## src/rtl/jk_ctrl_pkg.sv

```systemverilog
// Shared types for the jk_ff bank command controller: op codes, FSM states and
// the op-to-{j,k} mapping.
package jk_ctrl_pkg;

    typedef enum logic [1:0] {
        OpSet   = 2'b00,
        OpClr   = 2'b01,
        OpTog   = 2'b10,
        OpPulse = 2'b11
    } jk_op_t;

    typedef enum logic {
        StRun    = 1'b0,
        StPulse2 = 1'b1
    } jk_ctrl_state_t;

    // PULSE drives a set on the grant edge; its clear comes from the FSM later.
    function automatic logic [1:0] op_to_jk(input jk_op_t op);
        logic [1:0] jk;
        unique case (op)
            OpSet:   jk = 2'b10;
            OpClr:   jk = 2'b01;
            OpTog:   jk = 2'b11;
            OpPulse: jk = 2'b10;
            default: jk = 2'b00;
        endcase
        return jk;
    endfunction

endpackage

```

## src/rtl/jk_ff.sv

```systemverilog
// Plain JK flip-flop without reset; the controller supplies reset via j/k.
module jk_ff (
    input  logic clk,
    input  logic j,
    input  logic k,
    output logic q,
    output logic qb
);

    // JK update: 10 set, 01 clear, 11 toggle, 00 hold.
    always_ff @(posedge clk) begin
        case ({j, k})
            2'b10:   q <= 1'b1;
            2'b01:   q <= 1'b0;
            2'b11:   q <= ~q;
            default: q <= q;
        endcase
    end

    assign qb = ~q;

endmodule

```

## src/rtl/rr_arbiter.sv

```systemverilog
// Round-robin arbiter: grants the first request at or after rr_ptr, wrapping.
module rr_arbiter #(
    parameter  int unsigned N   = 4,
    localparam int unsigned IDW = $clog2(N)
) (
    input  logic           clk,
    input  logic           rst,
    input  logic [N-1:0]   req,
    input  logic           en,
    output logic [N-1:0]   gnt,
    output logic [IDW-1:0] gnt_id
);

    logic [IDW-1:0] rr_ptr_q, rr_ptr_d;
    int unsigned    cand;
    logic [IDW-1:0] cand_idx;
    logic           found;

    // Upward scan from rr_ptr; pointer moves just past the winner.
    always_comb begin
        gnt      = '0;
        gnt_id   = '0;
        rr_ptr_d = rr_ptr_q;
        found    = 1'b0;
        cand     = 0;
        cand_idx = '0;
        for (int unsigned k = 0; k < N; k++) begin
            cand = 32'(rr_ptr_q) + k;
            if (cand >= N) begin
                cand = cand - N;
            end
            cand_idx = IDW'(cand);
            if (en && !found && req[cand_idx]) begin
                gnt[cand_idx] = 1'b1;
                gnt_id        = cand_idx;
                found         = 1'b1;
            end
        end
        if (found) begin
            rr_ptr_d = (int'(gnt_id) == int'(N) - 1) ? '0 : gnt_id + IDW'(1);
        end
    end

    // Pointer register, cleared by synchronous reset.
    always_ff @(posedge clk) begin
        if (rst) begin
            rr_ptr_q <= '0;
        end else begin
            rr_ptr_q <= rr_ptr_d;
        end
    end

endmodule

```

## src/rtl/jk_bank_ctrl.sv

```systemverilog
// Command controller for a jk_ff bank: round-robin grants one set/clear/toggle/
// pulse per cycle, drives every bit's J/K, and provides the bank reset.
module jk_bank_ctrl
    import jk_ctrl_pkg::*;
#(
    parameter int NREQ  = 4,
    parameter int NBITS = 8,
    parameter int IW    = $clog2(NBITS)
) (
    input  logic                     clk,
    input  logic                     rst,
    input  logic [NREQ-1:0]          req_valid,
    input  logic [2*NREQ-1:0]        req_op,
    input  logic [IW*NREQ-1:0]       req_idx,
    output logic [NREQ-1:0]          req_ready,
    output logic                     busy,
    output logic [$clog2(NREQ)-1:0]  grant_id,
    output logic [NBITS-1:0]         q
);

    localparam int GW = $clog2(NREQ);

    jk_ctrl_state_t state_q, state_d;
    logic [IW-1:0]  pulse_idx_q, pulse_idx_d;
    logic [NBITS-1:0] j_bank, k_bank;
    logic [NREQ-1:0]  gnt;
    logic [GW-1:0]    gnt_id;
    logic             arb_en;
    jk_op_t           sel_op;
    logic [IW-1:0]    sel_idx;

    assign arb_en = !rst && (state_q == StRun);

    rr_arbiter #(
        .N (NREQ)
    ) u_arb (
        .clk    (clk),
        .rst    (rst),
        .req    (req_valid),
        .en     (arb_en),
        .gnt    (gnt),
        .gnt_id (gnt_id)
    );

    assign req_ready = gnt;
    assign grant_id  = gnt_id;
    assign busy      = (state_q == StPulse2) && !rst;
    assign sel_op    = jk_op_t'(req_op[2*int'(gnt_id) +: 2]);
    assign sel_idx   = req_idx[IW*int'(gnt_id) +: IW];

    // Next state and bank J/K; reset clears every bit and drops a pending pulse clear.
    always_comb begin
        j_bank      = '0;
        k_bank      = '0;
        state_d     = state_q;
        pulse_idx_d = pulse_idx_q;
        if (rst) begin
            k_bank  = '1;
            state_d = StRun;
        end else begin
            unique case (state_q)
                StRun: begin
                    if (|gnt) begin
                        // Out-of-range targets are consumed with the bank left holding.
                        if (int'(sel_idx) < NBITS) begin
                            {j_bank[sel_idx], k_bank[sel_idx]} = op_to_jk(sel_op);
                        end
                        if (sel_op == OpPulse) begin
                            state_d     = StPulse2;
                            pulse_idx_d = sel_idx;
                        end
                    end
                end
                StPulse2: begin
                    if (int'(pulse_idx_q) < NBITS) begin
                        k_bank[pulse_idx_q] = 1'b1;
                    end
                    state_d = StRun;
                end
                default: state_d = StRun;
            endcase
        end
    end

    // FSM state and latched pulse target.
    always_ff @(posedge clk) begin
        if (rst) begin
            state_q     <= StRun;
            pulse_idx_q <= '0;
        end else begin
            state_q     <= state_d;
            pulse_idx_q <= pulse_idx_d;
        end
    end

    for (genvar b = 0; b < NBITS; b++) begin : g_bank
        jk_ff u_ff (
            .clk (clk),
            .j   (j_bank[b]),
            .k   (k_bank[b]),
            .q   (q[b]),
            .qb  ()
        );
    end

endmodule

```

## config.mk

```make
export PLATFORM = sky130hd
export DESIGN_NAME = jk_bank_ctrl
export DESIGN_NICKNAME = d
export VERILOG_FILES = /design/src/rtl/jk_ctrl_pkg.sv /design/src/rtl/jk_ff.sv /design/src/rtl/rr_arbiter.sv /design/src/rtl/jk_bank_ctrl.sv
export SDC_FILE = /design/constraint.sdc
export NUM_CORES = 1
export LEC_CHECK = 0
export CORE_ASPECT_RATIO = 0.7
export CORE_MARGIN = 5
export CORE_UTILIZATION = 56
export DETAILED_ROUTE_END_ITERATION = 10
export PLACE_DENSITY = 0.86
export RECOVER_POWER = 25
export SYNTH_ARGS = -nofsm -noshare
export SYNTH_HDL_FRONTEND = slang
export SYNTH_SLANG_ARGS = --single-unit
```

## constraint.sdc

```tcl
create_clock -name clk -period 5.6 [get_ports clk]
set_input_delay 1.12 -clock clk [delete_from_list [all_inputs] [get_ports clk]]
set_output_delay 1.12 -clock clk [all_outputs]
set_load 0.02 [all_outputs]
```

==> results <==
[registers in the layout (all words and copies together), names as in the netlist]
signal          flops
u_arb.rr_ptr_q      2
pulse_idx_q         3
state_q             1
g_bank.u_ff.q       8
[power groups by stage]
stage / sequential (W) / clock [W] / combinational, W
after floorplan: 0.000147 / 0 / 0.000395
after global placement: 0.000168 / 0 / 0.000477
after detailed placement: 0.000168 / 0 / 0.000488
after CTS: 0.000168 / 0.0000998 / 0.000492
after global routing: 0.000173 / 0.000105 / 0.000536
final: 0.000168 / 0.0000994 / 0.000495
[cell usage in the layout, fill, tap and decap left out, types with 4 or more instances in the layout]
cell / count
inv_1: 10
o31ai_1: 12
ha_1: 9
nand3_1: 4
nor2_1: 14
a31oi_1: 12
clkbuf_8: 4
dlygate4sd3_1: 8
mux2i_1: 18
or2_2: 4
nor3b_1: 4
clkdlybuf4s50_1: 32
dfxtp_1: 6
o21ai_0: 9
o31ai_2: 4
buf_4: 4
nand2_1: 21
a21oi_1: 5
a211oi_1: 4
edfxtp_1: 8
nor2b_1: 4
[stage by stage]
step	std cells	util	hold slack [ns]	setup WS, ns
after detailed placement	291	0.692	0.576	0.616
after global routing	295	0.709	0.606	0.352
final	295	0.709	0.588	0.573
after CTS	295	0.709	0.599	0.577
after global placement	291	0.692	0.566	0.721
after floorplan	224	-	0.541	1.45
[final timing paths]
| kind | from | end | slack (ns) | cells past startpoint |
|---|---|---|---|---|
| worst max-delay path | u_arb.rr_ptr_q[0] | req_ready[0] | 0.57 | 9 |
| worst min-delay path | g_bank[4].u_ff.q | g_bank[4].u_ff.q | 0.59 | 1 |
| worst max register to register | u_arb.rr_ptr_q[0] | g_bank[1].u_ff.q | 1.02 | 13 |
| worst min register to register | g_bank[4].u_ff.q | g_bank[4].u_ff.q | 0.59 | 1 |
[cells by family after synthesis]
group / synth area share
adder cells (fa/ha/maj): 0.0585
multiplexers: 0.156
flip-flops: 0.187
buffers and inverters: 0.111
AO/OA/AOI/OAI: 0.279
AND/OR/NAND/NOR: 0.208
[cells in the mapped netlist, types with 4 or more instances]
cell type | instances | area (um^2)
o31ai_2 | 4 | 50.1
edfxtp_1 | 8 | 240
mux2i_1 | 18 | 180
nor3b_1 | 4 | 30.0
inv_1 | 10 | 37.5
a21oi_1 | 5 | 25.0
a211oi_1 | 4 | 30.0
a31oi_1 | 12 | 75.1
ha_1 | 9 | 113
nand3_1 | 4 | 20.0
buf_2 | 4 | 20.0
o31ai_1 | 12 | 90.1
or2_2 | 4 | 25.0
o21ai_0 | 9 | 45.0
nor2b_1 | 4 | 25.0
nor2_1 | 14 | 52.6
nand2_1 | 21 | 78.8
buf_4 | 10 | 75.1
clkbuf_1 | 4 | 15.0
dfxtp_1 | 6 | 120
[metal layers]
metal  track usage  part of all wire
met5             0                 0
met4        0.0361            0.0057
met3        0.0334             0.066
met2         0.289              0.42
met1         0.321              0.51
[worst max-delay path, delay by kind of cell, from the launching register on]
family,cells,cell delay [ns]
simple gates,2,0.61
mux,2,0.48
fa+ha+maj,1,0.61
compound gates,2,0.41
flops,1,0.73
buf+inv,2,0.82
[area by class of cell]
class	count	area [um^2]	area share
Tap cell	47	58.8	0.0256
Sequential cell	14	360	0.157
Clock buffer	4	55.1	0.0240
Timing Repair Buffer	44	430	0.188
Inverter	10	37.5	0.0164
Multi-Input combinational cell	176	1350	0.589
==> qor.yml <==
power_and_ir_drop:
  p_leak_nw: 0.875
  p_clk_frac: 0.130
  power_w: 0.000762
  combPwrFrac: 0.649
  powerDensity_nw_per_um2: 332
  p_int_w: 0.000405
  p_sw_frac: 0.469
  p_sw_w: 0.000357
  peakVddDrop_mv: 0.163
  p_seq_frac: 0.220
die:
  coreArea_um2: 3230
  row_count: 17
  die_w_um: 80.1
  initial_core_util: 0.596
  die_h_um: 59.1
  ios: 41
  die-area_um2: 4730
cts:
  clk_latency_ns: 0.25
  clk_path_buf_depth: 2
  cts_resized: 0
  cts_setup_buffers: 0
  numCtsBuffers: 3
  ctsHtreeMaxLevel: 1
  path_clk_slew_ns: 0.06
  cts_tree: "done"
  ctsHoldBuffers: 0
  cts_sinks: 14
  clock-root-buffer: "clkbuf_8"
sta:
  setup_viol_count_final: 0
  max_freq_ghz: 0.199
  finalMaxSlewViolations: 0
  max-slew-margin-rel: 0.572
  clock_skew_ns: 0.00187
  hold_viol: 0
  finalSetupTns_ns: 0
  rsz0062_at_grt: "no"
  fin_crit_ns: 5.03
  tightest_slew_ns: 0.641
  period_share: 0.898
synthesis:
  synth_seq_area_share: 0.187
  syn-num-nets: 259
  synth_warnings: 0
  synthFlopType: "edfxtp_1"
  netlist_instances: 224
  avgSynthCellArea_um2: 8.60
  ys_types: 61
  netlist_area_um2: 1930
  synth-async-reset-ratio: 0
  synth_seq_cells: 14
  synth_edf_count: 8
placed_design:
  io_buffers: 40
  place_area_um2: 2240
  gp_congestion: 0.847
  dp_hpwl_um: 3650
routing:
  routedWlPerCell_um: 16.1
  route.detailed.drc: 0
  final_antenna_net_count: 0
  routed_wl_um: 4750
  viasPerCell: 6.11
  drtIter0Drc: 204
  first_pass_iters: 4
  num_vias: 1803
layout:
  final_nets: 284
  fill_cells: 266
  insertedDiodeCount: 0
  finalInstanceArea_um2: 2290
  drive_gt1_frac: 0.153
  area_growth_pct: 19.1
global_routing:
  grt_use_total: 0.204
  grt.overflow.total: 0
  grt_pass1_wl_um: 7820
  antenna_found_initial: 0
  grt_max_degree: 22
  grt_pass1_vias: 1586
setup_path:
  worstPathMaxFanout: 18
  cp_slowest_cell: "dfxtp_1"
  worstPathRequired_ns: 4.48
  startpoint_type: "register"
  critPathMaxStageDelay_ns: 0.73
  end_kind: "output port"
  worstPathCellList: "inv_1 -> ha_1 -> mux2_4 -> and3_2 -> or2_2 -> mux2i_1 -> a21o_2 -> a21o_1 -> clkdlybuf4s50_1"
  path_class: "register to output port"
  worstPathArrival_ns: 3.91
flow_run:
  maxCapViolations: 0
status:
  status: "finished, final reports clean"
worst_hold_path:
  worstHoldPathType: "register to register"
Power figures use the tool's default switching activity.
